### src/rtl/fir_pkg.sv
// Shared constants, output-state encoding and the weighted-sum helper
// for the time-shared 5-tap FIR scheduler.
package fir_pkg;

  localparam int TAPS = 5;

  localparam logic signed [31:0] W0 = 32'sd1;
  localparam logic signed [31:0] W1 = 32'sd2;
  localparam logic signed [31:0] W2 = 32'sd4;
  localparam logic signed [31:0] W3 = 32'sd2;
  localparam logic signed [31:0] W4 = 32'sd1;

  typedef enum logic [0:0] {
    EMPTY = 1'b0,
    FULL  = 1'b1
  } state_e;

  // Weighted sum in 32-bit two's complement; the caller keeps the low result
  // bits, which wrap exactly as a signalSize+4 bit adder truncated would.
  function automatic logic signed [31:0] fir_sum(
    input logic signed [31:0] x,
    input logic signed [31:0] h3,
    input logic signed [31:0] h2,
    input logic signed [31:0] h1,
    input logic signed [31:0] h0
  );
    return x * W0 + h3 * W1 + h2 * W2 + h1 * W3 + h0 * W4;
  endfunction

endpackage

### src/rtl/fir_channel_scheduler_rr_arbiter.sv
// Round-robin arbiter: first requester at or after ptr (cyclically) wins,
// reported both one-hot and encoded.
module rr_arbiter #(
  parameter int NUM_CH = 4,
  parameter int CH_W   = 2
) (
  input  logic [NUM_CH-1:0] req,
  input  logic              enable,
  input  logic [CH_W-1:0]   ptr,
  output logic [NUM_CH-1:0] grant,
  output logic [CH_W-1:0]   grant_idx,
  output logic              grant_any
);

  logic [CH_W:0]   scan_sum;
  logic [CH_W-1:0] cand;

  // Scan candidates ptr, ptr+1, ... and latch onto the first active request.
  always_comb begin
    grant     = '0;
    grant_idx = '0;
    grant_any = 1'b0;
    scan_sum  = '0;
    cand      = '0;
    for (int i = 0; i < NUM_CH; i++) begin
      scan_sum = {1'b0, ptr} + (CH_W+1)'(i);
      if (scan_sum >= (CH_W+1)'(NUM_CH)) begin
        scan_sum = scan_sum - (CH_W+1)'(NUM_CH);
      end else begin
        scan_sum = scan_sum;
      end
      cand = scan_sum[CH_W-1:0];
      if (enable && !grant_any && req[cand]) begin
        grant_any   = 1'b1;
        grant_idx   = cand;
        grant[cand] = 1'b1;
      end else begin
        grant_any = grant_any;
      end
    end
  end

endmodule

### src/rtl/fir_channel_scheduler.sv
// One shared 5-tap low-pass FIR (1,2,4,2,1) time-multiplexed over NUM_CH
// streams, each with its own tap history and prime counter.
module fir_channel_scheduler
  import fir_pkg::*;
#(
  parameter int signalSize = 8,
  parameter int NUM_CH     = 4,
  parameter int CH_W       = 2
) (
  input  logic                         clk,
  input  logic                         rst,
  input  logic [NUM_CH-1:0]            in_valid,
  input  logic [NUM_CH*signalSize-1:0] in_data,
  output logic [NUM_CH-1:0]            in_ready,
  input  logic [NUM_CH-1:0]            flush,
  output logic                         out_valid,
  input  logic                         out_ready,
  output logic [signalSize-1:0]        out_data,
  output logic [CH_W-1:0]              out_ch,
  output logic                         out_primed
);

  localparam int HIST = TAPS - 1;

  logic [NUM_CH-1:0][HIST-1:0][signalSize-1:0] hist_q, hist_d;
  logic [NUM_CH-1:0][2:0]                      prime_q, prime_d;
  logic [CH_W-1:0]                             ptr_q, ptr_d;
  state_e                                      state_q, state_d;
  logic [signalSize-1:0]                       out_data_q, out_data_d;
  logic [CH_W-1:0]                             out_ch_q, out_ch_d;
  logic                                        out_primed_q, out_primed_d;

  logic                                        can_issue;
  logic [NUM_CH-1:0]                           gnt;
  logic [CH_W-1:0]                             gnt_idx;
  logic                                        gnt_any;
  logic [signalSize-1:0]                       sample;
  logic [HIST-1:0][signalSize-1:0]             g_hist;
  logic [2:0]                                  g_prime;

  assign can_issue  = (state_q == EMPTY) || out_ready;
  assign in_ready   = rst ? gnt : '0;
  assign out_valid  = (state_q == FULL);
  assign out_data   = out_data_q;
  assign out_ch     = out_ch_q;
  assign out_primed = out_primed_q;

  rr_arbiter #(.NUM_CH(NUM_CH), .CH_W(CH_W)) u_arb (
    .req       (in_valid),
    .enable    (can_issue),
    .ptr       (ptr_q),
    .grant     (gnt),
    .grant_idx (gnt_idx),
    .grant_any (gnt_any)
  );

  // Next-state for histories, prime counts, pointer, output register and FSM.
  always_comb begin
    hist_d       = hist_q;
    prime_d      = prime_q;
    ptr_d        = ptr_q;
    state_d      = state_q;
    out_data_d   = out_data_q;
    out_ch_d     = out_ch_q;
    out_primed_d = out_primed_q;

    sample  = in_data[gnt_idx*signalSize +: signalSize];
    // A flush coinciding with an accept filters against an already-cleared history.
    g_hist  = flush[gnt_idx] ? '0 : hist_q[gnt_idx];
    g_prime = flush[gnt_idx] ? 3'd0 : prime_q[gnt_idx];

    for (int c = 0; c < NUM_CH; c++) begin
      if (flush[c]) begin
        hist_d[c]  = '0;
        prime_d[c] = 3'd0;
      end else begin
        hist_d[c]  = hist_d[c];
      end
    end

    if (gnt_any) begin
      hist_d[gnt_idx]  = {sample, g_hist[HIST-1:1]};
      prime_d[gnt_idx] = (g_prime >= 3'd5) ? 3'd5 : g_prime + 3'd1;
      out_data_d       = signalSize'(fir_sum(32'(signed'(sample)),
                                             32'(signed'(g_hist[3])),
                                             32'(signed'(g_hist[2])),
                                             32'(signed'(g_hist[1])),
                                             32'(signed'(g_hist[0]))));
      out_ch_d         = gnt_idx;
      out_primed_d     = (g_prime >= 3'd4);
      ptr_d            = (gnt_idx == CH_W'(NUM_CH - 1)) ? '0 : gnt_idx + CH_W'(1);
    end else begin
      ptr_d = ptr_q;
    end

    case (state_q)
      EMPTY:   state_d = gnt_any ? FULL : EMPTY;
      FULL: begin
        if (out_ready) begin
          state_d = gnt_any ? FULL : EMPTY;
        end else begin
          state_d = FULL;
        end
      end
      default: state_d = EMPTY;
    endcase
  end

  // State registers with asynchronous active-low reset.
  always_ff @(posedge clk or negedge rst) begin
    if (!rst) begin
      hist_q       <= '0;
      prime_q      <= '0;
      ptr_q        <= '0;
      state_q      <= EMPTY;
      out_data_q   <= '0;
      out_ch_q     <= '0;
      out_primed_q <= 1'b0;
    end else begin
      hist_q       <= hist_d;
      prime_q      <= prime_d;
      ptr_q        <= ptr_d;
      state_q      <= state_d;
      out_data_q   <= out_data_d;
      out_ch_q     <= out_ch_d;
      out_primed_q <= out_primed_d;
    end
  end

endmodule

### config.mk
export PLATFORM = sky130hd
export DESIGN_NAME = fir_channel_scheduler
export DESIGN_NICKNAME = d
export VERILOG_FILES = /design/src/rtl/fir_pkg.sv /design/src/rtl/fir_channel_scheduler_rr_arbiter.sv /design/src/rtl/fir_channel_scheduler.sv
export SDC_FILE = /design/constraint.sdc
export NUM_CORES = 1
export LEC_CHECK = 0
export BUFFER_PORTS_ARGS = -buffer_cell sky130_fd_sc_hd__clkbuf_2
export CORE_UTILIZATION = 60
export DETAILED_ROUTE_END_ITERATION = 16
export PLACE_DENSITY = 0.83
export SETUP_SLACK_MARGIN = 0.02
export SLEW_MARGIN = 20
export SYNTH_ARGS = -nofsm -noshare
export SYNTH_HDL_FRONTEND = slang
export SYNTH_SLANG_ARGS = --single-unit
### constraint.sdc
create_clock -name clk -period 19.3 [get_ports clk]
set_clock_uncertainty 0.15 [all_clocks]
set_input_delay 1.93 -clock clk [delete_from_list [all_inputs] [get_ports clk]]
set_output_delay 1.93 -clock clk [all_outputs]
set_load 0.05 [all_outputs]
==> impl_metrics.ini <==
[yosys]
syn_avg_cell_area_um2 = 8.86
synth_cell_type_count = 52
synthFlopType = dfrtp_1
synth_most_common_cell = nand2_1
synth_top_area_cell = dfrtp_1
yosysTopAreaCellShare_pct = 43.3
synthArstFlopShare_pct = 100
syn_area_um2 = 8910
yosys-top-cells-area = dfrtp_1 43%, nand3b_1 11%, nand2_1 8.5%
synth_edf_count = 0
yosysWarnings = 0
synth_commonest_cells = 202 x nand2_1, 154 x dfrtp_1, 136 x nand3b_1, 124 x o21ai_0, 81 x nand3_1
synthCells = 1006
synth_nets = 1086
synth_seq_area_share_pct = 43.3
synth_seq_cells = 154

[detailed_routing]
remaining_drc_errors = 0
routed_via_density = 6.29
drt_wl_total_um = 23000
wl_met1_um = 9770
wl_met2_um = 10900
wl_per_cell_um = 19.1
drtAntennaViolNets = 0
vias = 7585
routed-wl-met3_um = 1840
first_pass_iters = 5
routed.top_layer = met4
drtIter0Drc = 826

[placement]
hpwl_um = 13000
dp_cells = 1173
port_buffers = 58
place.gp.congestion = 0.820
place_ws_ns = 10.84

[sta]
worst_pin_slew_ns = 0.999
relSlewSlack_pct = 33.4
timing.setup.tns_ns = 0
final_max_slew_viol_count = 0
rsz0062_at_grt = no
holdWs_ns = 0.326
period_share_pct = 41.7
fin_crit_ns = 8.04
final-setup-viol-count = 0
max_freq_ghz = 0.124
postLayoutSetupSlackWorst_ns = 11.26
hold_violations = 0

[setup_path]
r2r-end = out_data[7]
start_kind = input pin
timing_worst_setup_path_type = in -> reg
required_ns = 19.51
cp_data_arrival_time_ns = 8.25
r2r_cells = 22
rr_startpoint = ptr_q[0]
reg2reg_slack_ns = 11.50
critPathMaxFanout = 50
end_kind = flip-flop

[die]
rows = 44
start_util_pct = 61.3
die_x_um = 124
fp.dieArea_um2 = 15300
die_h_um = 124
core_um2 = 14500
ioPinCount = 59

[finish]
area_growth_syn_to_layout_pct = 10.3
n_antenna_cell = 0
n_fill_cell = 1164
drive_above_1_share_pct = 11.9
multi_input_area_um2 = 4580
finish.net_count = 1088
instances_no_fill = 1205
regArea_um2 = 3850
fin_util_pct = 67.6

[power]
power_density_nw_per_um2 = 199
p_leak_uw = 0.00450
p_clk_share_pct = 18.6
ir_drop_mv = 0.139
p_comb_share_pct = 57.8
netSwitchingFraction_pct = 46.6
switchingPower_uw = 910
power_frac_seq_pct = 23.6
internal_power_uw = 1040

[worst_hold_path]
whs_path_depth = 2
min_to = out_ch[1]
hold_path_class = reg -> reg
hp-start = out_ch[1]

[global_routing]
grt_max_degree = 81
grt_usage_pct = 32.5
grt_first_pass_wirelength_um = 37600
grt_antenna_before_repair = 0
grt.overflow.total = 0
first_global_vias = 7363

[run]
drv_cap = 0

[cts]
post_cts_buffers = 0
cts_buffer_depth = 2
cts_tree = built
clockRootBuffer = clkbuf_16
clk_pin_slew_ns = 0.06
cts_made_buffers = 17
ctsResizeCount = 0
hold_buffers = 0
htree_levels = 4
clk_latency_ns = 0.44
cts.sinks = 154

[status]
status = finished clean
[per-stage QoR]
step,total power (uW),area [um^2]
final,1950,9820
after global routing,2110,9820
after CTS,1950,9800
after detailed placement,1580,9160
after global placement,1550,9160
after floorplan,1290,8910
[worst max-delay path, cell delays in order]
cell and delay, ns:
clkbuf_2 0.16, mux4_2 0.56, nor4_1 0.33, o31ai_2 0.18
nand2_4 0.43, buf_4 0.56, mux2_2 0.26, nor2_1 0.04
a31oi_1 0.51, fa_1 0.54, fa_1 0.54, inv_1 0.05
fa_1 0.52, fa_1 0.48, inv_1 0.07, a21o_1 0.10
a21oi_1 0.06, xnor2_1 0.21, xnor2_1 0.14, xnor3_1 0.40
o21ai_1 0.12
[per-layer routing]
layer | track usage, % | vias to the layer above
li1 | - | 3466
met1 | 43.8 | 3737
met2 | 51.2 | 343
met3 | 8.01 | 39
met4 | 11.3 | 0
met5 | 0 | -
[sequential cells by signal, indices dropped and copies added, names as in the netlist]
register and flops:
out_ch 2, out_data 8, prime_q 12, out_primed 1
hist_q 128, ptr_q 2, out_valid 1
[area by class of cell]
cell class | count | share of cell area (%)
inverter | 44 | 1.68
tap | 184 | 2.34
clock inverter | 7 | 1.38
multi-input combinational | 726 | 46.7
clock buffer | 25 | 5.15
timing repair buffer | 65 | 3.55
sequential | 154 | 39.2
[power groups by stage]
stage	clock network (uW)	logic (uW)	registers [uW]
after global placement	0	1090	461
after global routing	379	1260	470
after CTS	364	1130	460
after detailed placement	0	1120	464
after floorplan	0	806	484
final	363	1130	461
[placed cells by master, fill, tap and decap left out, types with 4 or more instances in the layout]
master	count
a211oi_1	7
a21boi_0	4
a21oi_1	7
a22oi_1	8
a311oi_1	5
a31oi_1	7
and2_1	6
and3_1	6
buf_4	7
bufinv_16	4
clkbuf_16	17
clkbuf_2	57
clkbuf_8	5
dfrtp_1	154
fa_1	18
ha_1	19
inv_1	42
mux2_2	10
mux2i_1	13
nand2_1	197
nand2_4	5
nand3_1	81
nand3b_1	136
nor2_1	15
nor3_1	7
o21ai_0	124
or3_1	7
xnor2_1	4
[worst max path at each step]
stage	start	to	slack (ns)
after global routing	in_valid[2]	out_data[7]	10.82
after detailed placement	in_valid[2]	out_data[7]	10.84
after CTS	in_valid[2]	out_data[7]	11.29
after floorplan	in_valid[3]	out_data[7]	11.75
after global placement	in_valid[2]	out_data[7]	11.02
final	in_valid[2]	out_data[7]	11.26
[cells by family after synthesis]
group                    after synthesis  share of synthesized area, %
AND/OR/NAND/NOR                      470                          27.7
AO/OA/AOI/OAI                        184                          12.0
XOR/XNOR                               8                         0.941
flip-flops                           154                          43.3
adder cells (fa/ha/maj)               37                          6.71
multiplexers                          27                          3.74
buffers and inverters                126                          5.70
No activity file was read; power rests on OpenSTA's default activity.
